## src/rtl/mem_responder_if.sv

```systemverilog
// Request/response bus between the CPU load/store path (master) and the memory responder (slave).
interface mem_responder_if;
    logic        req_valid;
    logic        req_write;
    logic [1:0]  req_size;
    logic [31:0] req_addr;
    logic [31:0] req_wdata;
    logic        req_ready;
    logic        resp_valid;
    logic [31:0] resp_rdata;
    logic        resp_err;

    modport master (
        output req_valid, req_write, req_size, req_addr, req_wdata,
        input  req_ready, resp_valid, resp_rdata, resp_err
    );

    modport slave (
        input  req_valid, req_write, req_size, req_addr, req_wdata,
        output req_ready, resp_valid, resp_rdata, resp_err
    );
endinterface

```

## src/rtl/mem_responder.sv

```systemverilog
// Single-outstanding memory responder: captures a request, waits WAIT_CYCLES, performs a
// byte/half/word access on an internal word array and returns a one-cycle response.
//
// state | meaning
// IDLE  | ready; a valid request is captured on the next edge
// BUSY  | wait-state countdown; access happens on the edge where the counter is 0
// RESP  | resp_valid high for one cycle
module mem_responder #(
    parameter int DEPTH_WORDS = 64,
    parameter int WAIT_CYCLES = 1
) (
    input logic            clk,
    input logic            reset,
    mem_responder_if.slave bus
);
    localparam int          IDX_W      = (DEPTH_WORDS > 1) ? $clog2(DEPTH_WORDS) : 1;
    localparam logic [31:0] ADDR_LIMIT = 32'(4 * DEPTH_WORDS);

    typedef enum logic [1:0] {IDLE, BUSY, RESP} state_t;

    state_t      state_q, state_d;
    logic [3:0]  cnt_q, cnt_d;
    logic        accept, access;

    logic        cap_write;
    logic [1:0]  cap_size;
    logic [31:0] cap_addr;
    logic [31:0] cap_wdata;

    logic [31:0] rdata_q;
    logic        err_q;

    logic [31:0] mem [DEPTH_WORDS];

    logic             req_err;
    logic [3:0]       byte_en;
    logic [31:0]      lane_data;
    logic [IDX_W-1:0] idx;

    assign idx = cap_addr[IDX_W+1:2];

    // Legality and byte lanes are derived from the captured request, not the live bus.
    always_comb begin
        req_err   = (cap_addr >= ADDR_LIMIT);
        byte_en   = 4'b0000;
        lane_data = cap_wdata;
        case (cap_size)
            2'b00: begin
                byte_en = 4'b1111;
                if (cap_addr[1:0] != 2'b00) req_err = 1'b1;
            end
            2'b01: begin
                byte_en   = cap_addr[1] ? 4'b1100 : 4'b0011;
                lane_data = {2{cap_wdata[15:0]}};
                if (cap_addr[0]) req_err = 1'b1;
            end
            2'b10: begin
                byte_en   = 4'b0001 << cap_addr[1:0];
                lane_data = {4{cap_wdata[7:0]}};
            end
            default: req_err = 1'b1;
        endcase
    end

    always_comb begin
        state_d = state_q;
        cnt_d   = cnt_q;
        accept  = 1'b0;
        access  = 1'b0;
        case (state_q)
            IDLE: begin
                if (bus.req_valid) begin
                    accept  = 1'b1;
                    cnt_d   = 4'(WAIT_CYCLES);
                    state_d = BUSY;
                end
            end
            BUSY: begin
                if (cnt_q != 4'd0) begin
                    cnt_d = cnt_q - 4'd1;
                end else begin
                    access  = 1'b1;
                    state_d = RESP;
                end
            end
            RESP:    state_d = IDLE;
            default: state_d = IDLE;
        endcase
    end

    always_ff @(posedge clk or negedge reset) begin
        if (!reset) begin
            state_q   <= IDLE;
            cnt_q     <= 4'd0;
            cap_write <= 1'b0;
            cap_size  <= 2'b00;
            cap_addr  <= 32'd0;
            cap_wdata <= 32'd0;
            rdata_q   <= 32'd0;
            err_q     <= 1'b0;
        end else begin
            state_q <= state_d;
            cnt_q   <= cnt_d;
            if (accept) begin
                cap_write <= bus.req_write;
                cap_size  <= bus.req_size;
                cap_addr  <= bus.req_addr;
                cap_wdata <= bus.req_wdata;
            end
            if (access) begin
                err_q   <= req_err;
                rdata_q <= (req_err || cap_write) ? 32'd0 : mem[idx];
            end
        end
    end

    // Array is not reset; an aborted operation never reaches access, so nothing is written.
    always_ff @(posedge clk) begin
        if (access && cap_write && !req_err) begin
            for (int b = 0; b < 4; b++) begin
                if (byte_en[b]) mem[idx][8*b +: 8] <= lane_data[8*b +: 8];
            end
        end
    end

    assign bus.req_ready  = (state_q == IDLE);
    assign bus.resp_valid = (state_q == RESP);
    assign bus.resp_rdata = rdata_q;
    assign bus.resp_err   = err_q;
endmodule
```

## src/flat_wrapper.sv

```systemverilog
// flat-port wrapper written by rule: the top's interface ports become plain ports
module mem_responder_flat 
#(
    parameter int DEPTH_WORDS = 64,
    parameter int WAIT_CYCLES = 1
)
  (clk, reset, bus_req_valid, bus_req_write, bus_req_size, bus_req_addr, bus_req_wdata, bus_req_ready, bus_resp_valid, bus_resp_rdata, bus_resp_err);
  mem_responder_if bus_i ();
  input logic clk;
  input logic reset;
  input wire logic [$bits(bus_i.req_valid)-1:0] bus_req_valid;
  input wire logic [$bits(bus_i.req_write)-1:0] bus_req_write;
  input wire logic [$bits(bus_i.req_size)-1:0] bus_req_size;
  input wire logic [$bits(bus_i.req_addr)-1:0] bus_req_addr;
  input wire logic [$bits(bus_i.req_wdata)-1:0] bus_req_wdata;
  output wire logic [$bits(bus_i.req_ready)-1:0] bus_req_ready;
  output wire logic [$bits(bus_i.resp_valid)-1:0] bus_resp_valid;
  output wire logic [$bits(bus_i.resp_rdata)-1:0] bus_resp_rdata;
  output wire logic [$bits(bus_i.resp_err)-1:0] bus_resp_err;
  assign bus_i.req_valid = bus_req_valid;
  assign bus_i.req_write = bus_req_write;
  assign bus_i.req_size = bus_req_size;
  assign bus_i.req_addr = bus_req_addr;
  assign bus_i.req_wdata = bus_req_wdata;
  assign bus_req_ready = bus_i.req_ready;
  assign bus_resp_valid = bus_i.resp_valid;
  assign bus_resp_rdata = bus_i.resp_rdata;
  assign bus_resp_err = bus_i.resp_err;
  mem_responder #(.DEPTH_WORDS(DEPTH_WORDS), .WAIT_CYCLES(WAIT_CYCLES)) u_core (.clk(clk), .reset(reset), .bus(bus_i));
endmodule
```

## config.mk

```make
export PLATFORM = sky130hd
export DESIGN_NAME = mem_responder_flat
export DESIGN_NICKNAME = d
export VERILOG_FILES = /design/src/rtl/mem_responder_if.sv /design/src/rtl/mem_responder.sv /design/src/flat_wrapper.sv
export SDC_FILE = /design/constraint.sdc
export NUM_CORES = 2
export LEC_CHECK = 0
export BUFFER_PORTS_ARGS = -buffer_cell sky130_fd_sc_hd__buf_2
export CAP_MARGIN = 25
export CORE_MARGIN = 1.5
export CORE_UTILIZATION = 33
export DETAILED_ROUTE_END_ITERATION = 8
export PLACE_DENSITY = 0.52
export SYNTH_ARGS = -nofsm -noshare
export SYNTH_HDL_FRONTEND = slang
export SYNTH_SLANG_ARGS = --single-unit
```

## constraint.sdc

```tcl
create_clock -name clk -period 4.2 [get_ports clk]
set_input_delay 0.84 -clock clk [delete_from_list [all_inputs] [get_ports clk]]
set_output_delay 0.84 -clock clk [all_outputs]
set_load 0.1 [all_outputs]
```

== Word-level counts from Yosys, hierarchy flattened ==
Memories as Yosys holds them, arrays and structs flattened.
Index checks and enable logic that the tools add are counted.

* Reductions and logical operators: 11
* Shift-type cells: 1
* Order comparisons: 1
* $add $sub $neg: 1
* Eq/ne operators: 7
* Multiplexer cells: 29

{| class="wikitable"
|+ Operators by type and width
! kind !! count
|-
| 32-bit one-hot mux with 2 select lines || 1
|-
| 32-bit by 9-bit >= comparator with 1-bit output, second input constant || 1
|-
| 32-bit 2-to-1 mux || 1
|-
| 1-bit 2-to-1 mux || 18
|-
| 4-bit 2-to-1 mux || 3
|-
| 4-bit one-hot mux with 3 select lines || 1
|-
| 4-bit one-hot mux with 2 select lines || 1
|-
| 2-bit by 1-bit == test with 1-bit output, second input constant || 2
|-
| 2-bit == test, second input constant || 2
|-
| 2-bit logical NOT || 2
|-
| 2-bit 2-to-1 mux || 2
|-
| 2-bit != test, second input constant || 2
|-
| 2-bit one-hot mux with 2 select lines || 1
|-
| 2-bit nonzero test || 2
|-
| 4-bit nonzero test || 1
|-
| 1-bit by 2-bit << shifter with 4-bit output, first input constant || 1
|-
| 4-bit by 1-bit subtractor with 4-bit output, second input constant || 1
|-
| 1-bit one-hot mux with 3 select lines || 1
|-
| 3-bit AND reduction || 1
|-
| 1-bit logical AND || 2
|-
| 2-bit by 1-bit != test with 1-bit output, second input constant || 1
|-
| 2-bit AND reduction || 1
|-
| 1-bit logical NOT || 1
|-
| 1-bit logical OR || 1
|}

* Bits in writable memories: 2048
* Input bits: 70
* Memories: 1
* Output and inout port bits: 35
* Logic and storage cells: 59
* Register bits: 106

{| class="wikitable"
|+ Memory list
! name !! words !! bits a word !! rd ports !! clocked after memory_dff !! wr ports !! line !! text
|-
| u_core.mem || 64 || 32 || 1 || 0 || 1 || mem_responder.sv:33 || <nowiki>logic [31:0] mem [DEPTH_WORDS];</nowiki>
|}

== Logic depth before layout (Yosys ltp) ==
* Word-level depth: 7
* Gate-level depth with buffers: 11

== Least setup slack after synthesis ==
No wires, ideal clock.

* Path type: flip-flop to flip-flop
* From: reg u_core.cap_wdata[3]
* To: mem u_core.mem[0][27], data pin
* Setup time: 0.549 ns
* Buffers on the path: 0
* Setup slack: 0.546 ns
* Data arrival time: 3.105 ns
* Clock period less this slack: 3.654 ns
* Stages on the path, launching flop included: 3
* Cells stage by stage: dfrtp_1 > a22oi_1 > a21oi_1

* Word-level cells in the longest chain between the ends: 1

{| class="wikitable"
|+ Ends and longest elaborated chain
! item !! line !! text
|-
| from (decl) || mem_responder.sv:28 || <nowiki>logic [31:0] cap_wdata;</nowiki>
|-
| from (signal assigned) || mem_responder.sv:108 || <nowiki>cap_wdata <= bus.req_wdata;</nowiki>
|-
| 32-bit one-hot mux with 2 select lines || mem_responder.sv:47 || <nowiki>case (cap_size)</nowiki>
|-
| via u_core.lane_data[27] || mem_responder.sv:37 || <nowiki>logic [31:0] lane_data;</nowiki>
|-
| to (decl) || mem_responder.sv:33 ||
|}

The timed path passes the listed nets, and every way through them passes these cells.

== Worst setup path in the final report ==
* From: reg u_core.cap_addr[3]
* To: reg u_core.rdata_q[2] (netlist: u_core.bus.resp_rdata[2])

* Word-level cells in the longest chain between the ends: 5
* Elaborated cells between the ends (all ways): 7

{| class="wikitable"
|+ Ends and longest elaborated chain
! item !! line !! text
|-
| from (decl) || mem_responder.sv:27 || <nowiki>logic [31:0] cap_addr;</nowiki>
|-
| from (signal assigned) || mem_responder.sv:107 || <nowiki>cap_addr <= bus.req_addr;</nowiki>
|-
| 32-bit by 9-bit >= comparator with 1-bit output || mem_responder.sv:44 || <nowiki>req_err = (cap_addr >= ADDR_LIMIT);</nowiki>
|-
| 1-bit 2-to-1 mux (on tied branches) || mem_responder.sv:55, mem_responder.sv:50 ||
|-
| 1-bit one-hot mux with 3 select lines || mem_responder.sv:47 ||
|-
| 1-bit logical OR || mem_responder.sv:112 || <nowiki>rdata_q <= (req_err || cap_write) ? 32'd0 : mem[idx];</nowiki>
|-
| 32-bit 2-to-1 mux (*) || mem_responder.sv:112 ||
|-
| to (signal assigned) || mem_responder.sv:112 ||
|-
| to (decl) || mem_responder.sv:30 || <nowiki>logic [31:0] rdata_q;</nowiki>
|}

Every way passes the cells marked *; elsewhere a longest branch is shown, timed or not.
A chain may end at the register's enable or synchronous reset.

==> tab_implementation.tex <==
\begin{tabular}{lr}
\hline
Metric & Value \\
\hline
\multicolumn{2}{l}{\textbf{Global routing}} \\
\quad Global-route congestion overflow total & 0 \\
\quad Total routing resource utilization after global routing & between 20\% and 30\% \\
\quad Via count of the first global-routing pass & 49,030 \\
\quad Maximum number of pins on one net before global-route repair & 102 \\
\quad Wire length of the first global-routing pass & $\sim$390,000 µm \\
\quad Number of antenna violations at the first check in global routing & 24 \\
\multicolumn{2}{l}{\textbf{Synthesis}} \\
\quad Gate Count Post-Synth & 4,955 \\
\quad Synthesized flop and latch total & 2,154 \\
\quad Yosys synthesis warning count & 0 \\
\quad Fraction of synthesized cell area taken by the top area cell type & 74.00\% \\
\quad Post-synth cell types & 61 \\
\quad Share of synthesized area occupied by flip-flops and latches & 77.19\% \\
\quad Post-synth top area cell & edfxtp\_1 \\
\quad Top FF cell, synth & edfxtp\_1 \\
\quad Number of flops mapped to enable cells by yosys & 2,048 \\
\quad Largest cells by area after synthesis & edfxtp\_1, mux2i\_1, dfrtp\_1 \\
\quad Synthesized cell area & 83,110 µm² \\
\quad Async set-reset flop share out of synthesis & 4.921\% \\
\quad Net count after synthesis & 5,030 \\
\quad Synthesized area per cell & 16.77 µm² \\
\multicolumn{2}{l}{\textbf{Worst setup path}} \\
\quad Critical R2R Capture & u\_core.bus.resp\_rdata[2] \\
\quad Crit path DAT & 4.38 ns \\
\quad Sort of element at the start of the critical path & register \\
\quad Top fanout value on the critical path & 22 \\
\quad Worst reg2reg path startpoint & u\_core.cap\_addr[3] \\
\quad CP Capture Type & register \\
\quad Classification of the worst setup path & reg2reg \\
\quad Worst reg2reg path depth & 8 \\
\quad Required arrival time at the worst endpoint & 5.00 ns \\
\quad Internal reg-to-reg setup slack & 0.63 ns \\
\multicolumn{2}{l}{\textbf{Placement}} \\
\quad Post-DP Area & 90,590 µm² \\
\quad Estimated wirelength of the detail-placed design & 184,500 µm \\
\quad Worst setup slack before clock tree synthesis & between 0.7 and 0.8 ns \\
\quad Number of input and output port buffers inserted & 104 \\
\quad Routability congestion estimate from global placement & 0.9096 \\
\multicolumn{2}{l}{\textbf{Detailed routing}} \\
\quad Initial DRC count & around 7,000 \\
\quad Number of nets with antenna violations after routing & 0 \\
\quad Length of the first detailed-routing pass in iterations & 8 \\
\quad Overall via count from detail\_route & 50,250 \\
\quad Vias per inst & around 5.6 \\
\quad Sum of routed wire segments on met1 & 112,700 µm \\
\quad Routed WL per cell & approximately 31 µm \\
\quad Topmost layer with routed signal wires & met5 \\
\quad Met2 Routed Length & 125,000 µm \\
\quad Total routed wirelength & 280,200 µm \\
\quad DRC violations left & 0 \\
\quad Length of routed met3 wiring & 26,390 µm \\
\multicolumn{2}{l}{\textbf{Floorplan}} \\
\quad Number of rows in the core area & between 150 and 200 \\
\quad Die Y-Extent & 504.9 µm \\
\quad Die W & 504.9 µm \\
\quad Die footprint & $\sim$250,000 µm² \\
\quad Initial cell density of the core & between 30\% and 40\% \\
\quad Top Ports & 105 \\
\quad Area of the core & between 200,000 and 300,000 µm² \\
\multicolumn{2}{l}{\textbf{Timing}} \\
\quad RSZ-0062 raised after global routing & no \\
\quad Count of endpoints failing setup in the final report & 0 \\
\quad Shortest period the worst path allows & 3.574 ns \\
\quad Peak clock frequency supported by timing & 0.2798 GHz \\
\quad Number of hold-slack violations in the final timing report & 0 \\
\quad Setup slack after layout & 0.6261 ns \\
\quad Worst hold margin & 0.1868 ns \\
\quad Tightest Pin Transition & between 1 and 1.5 ns \\
\quad Total Negative Setup Slacks & 0 ns \\
\quad Relative max-transition margin & 27.64\% \\
\quad Final slew viol count & 0 \\
\quad Final cycle utilization of the critical path & 85.09\% \\
\quad Post-Route Skew & 0.03981 ns \\
\multicolumn{2}{l}{\textbf{Cells and area}} \\
\quad Nets & 5,471 \\
\quad Fraction of final layout cells with drive strength greater than 1 & 20.29\% \\
\quad Final core utilization & between 30 and 40\% \\
\quad Synthesis-to-layout area growth & 17.60\% \\
\quad Commonest non-fill, non-tap cells in the layout & edfxtp\_1, buf\_4, o22ai\_1, mux2i\_1, nor2\_1 \\
\quad Most common cell after layout, fill and taps aside & edfxtp\_1 \\
\quad Area occupied by multi-input gates & 17,260 µm² \\
\quad Sequential cell area & 64,180 µm² \\
\quad Final Cell Area & 97,740 µm² \\
\quad FILL cells & 23,120 \\
\multicolumn{2}{l}{\textbf{Power}} \\
\quad Total power density per cell area & roughly 800 nW/µm² \\
\quad Fraction of power consumed by sequential logic & 39.2\% \\
\quad Max VDD drop & 0.9154 mV \\
\quad Internal portion of total power & 48,040 µW \\
\quad Net switching fraction of the power & 38.42\% \\
\quad Leak pwr & 0.03160 µW \\
\quad Clk network pwr share & 24.8\% \\
\quad Power spent charging and discharging nets & between 20,000 and 30,000 µW \\
\quad Proportion of power drawn by combinational gates & 36.0\% \\
\multicolumn{2}{l}{\textbf{Run}} \\
\quad \# Max-Cap Violations & 0 \\
\multicolumn{2}{l}{\textbf{Clocking}} \\
\quad Deepest clock path buffer count & 3 \\
\quad Total number of clock tree sinks & 2,154 \\
\quad Post-CTS repair timing setup buffer count & 0 \\
\quad Number of gates resized after cts & 0 \\
\quad CTS Root Cell & clkbuf\_16 \\
\quad CTS tree & done \\
\quad Num CTS Buffers & 218 \\
\quad Clk\_lat worst skew & 0.88 ns \\
\quad Clock Pin Slew Worst Setup and Hold Paths & 0.07 ns \\
\quad Number of levels in the clock H-tree & 4 \\
\multicolumn{2}{l}{\textbf{Outcome}} \\
\quad Result of the run & complete, no violations \\
\multicolumn{2}{l}{\textbf{Min path}} \\
\quad Hold Path Cell Cnt & 3 \\
\quad Start point of the worst min-delay path & bus\_req\_addr[0] \\
\quad Hold WC Path Type & in2reg \\
\quad Hold endpoint & u\_core.cap\_addr[0] \\
\hline
\end{tabular}
## how the worst max path moves through the flow
stage,from,endpoint,cells past startpoint
after floorplan,u_core.cap_wdata[3],u_core.mem[0][27],2
after global placement,u_core.cap_size[1],u_core.mem[23][29],9
after detailed placement,u_core.cap_addr[4],u_core.bus.resp_rdata[11],7
after CTS,u_core.cap_addr[4],u_core.bus.resp_rdata[11],7
after global routing,u_core.cap_addr[3],u_core.bus.resp_rdata[2],8
final,u_core.cap_addr[3],u_core.bus.resp_rdata[2],8
## power groups by stage
stage               Sequential (µW)  Combinational (µW)  Clock, µW
floorplan                     31600               13500          0
global placement              31000               27700          0
detailed placement            31000               27900          0
CTS                           30600               27900      19600
global route                  30600               29100      20400
finish                        30600               28100      19400
## state kept, by name, indices dropped and copies added (netlist names)
name,flops
u_core.cap_write,1
u_core.cap_wdata,32
u_core.state_q,2
u_core.mem,2048
u_core.cap_size,2
u_core.bus.resp_rdata,32
u_core.bus.resp_err,1
u_core.cnt_q,4
u_core.cap_addr,32
## layout make-up
class                           instances  share of cell area [%]
Antenna cell                           10                 0.02560
Clock buffer                          294                   6.031
Clock inverter                        114                   1.221
Inverter                               19                 0.07809
Multi-Input combinational cell       2401                   17.66
Sequential cell                      2154                   65.66
Tap cell                             3348                   4.286
Timing Repair Buffer                  602                   5.039
## timing repair
action,4_1_cts,5_1_grt
endpoints found under the setup margin,0,0
hold buffers,0,1
hold endpoints to repair,0,12
## synth_stat cells, types with 9 or more instances
cell	instances
edfxtp_1	2048
o22ai_1	380
nor2_1	331
mux2i_1	328
o221ai_1	272
o21ai_0	204
nand2_1	185
clkbuf_1	155
buf_2	118
a22oi_1	117
mux2_2	116
a21oi_1	108
dfrtp_1	106
a222oi_1	66
buf_4	41
buf_1	36
a221oi_1	28
buf_6	27
nand3_1	26
nor4_1	24
nor3_1	21
a22o_1	19
a32o_1	19
mux4_2	19
inv_1	18
or2_2	14
a311o_1	11
nand4_1	11
o31ai_1	10
a211o_1	9
nand2b_1	9
## through the flow
| step | total power [µW] | instances |
|---|---|---|
| floorplan | 45050 | 4955 |
| global placement | 58670 | 8520 |
| detailed placement | 58910 | 8522 |
| CTS | 78070 | 8930 |
| global route | 80150 | 8933 |
| finish | 78020 | 8942 |
## per-layer routing
layer  vias up  global-route usage (%)
li1      21160                       -
met1     25870                   28.81
met2      2685                   32.69
met3       512                   4.773
met4        26                   10.53
met5         -                       0
## critical path, stage by stage (launching register included)
cell     delay (ns)
dfrtp_4        0.67
buf_4          0.41
or2_2          0.60
buf_4          0.35
o22ai_1        0.13
a22oi_1        0.59
nand2_1        0.13
nor4_1         0.37
a32o_1         0.22
## kinds of logic (layout without fill, tap and decap cells)
| logic type | after synthesis | count (layout) | share of synthesized area, % |
|---|---|---|---|
| XOR/XNOR | 2 | 2 | 0.02108 |
| AND/OR/NAND/NOR | 653 | 653 | 3.319 |
| buffers and inverters | 400 | 1029 | 2.473 |
| AO/OA/AOI/OAI | 1274 | 1274 | 10.83 |
| multiplexers | 467 | 467 | 6.091 |
| other | 0 | 10 | 0 |
| adder cells (fa/ha/maj) | 5 | 5 | 0.07527 |
| flip-flops | 2154 | 2154 | 77.19 |
No activity file was read; power rests on OpenSTA's default activity.
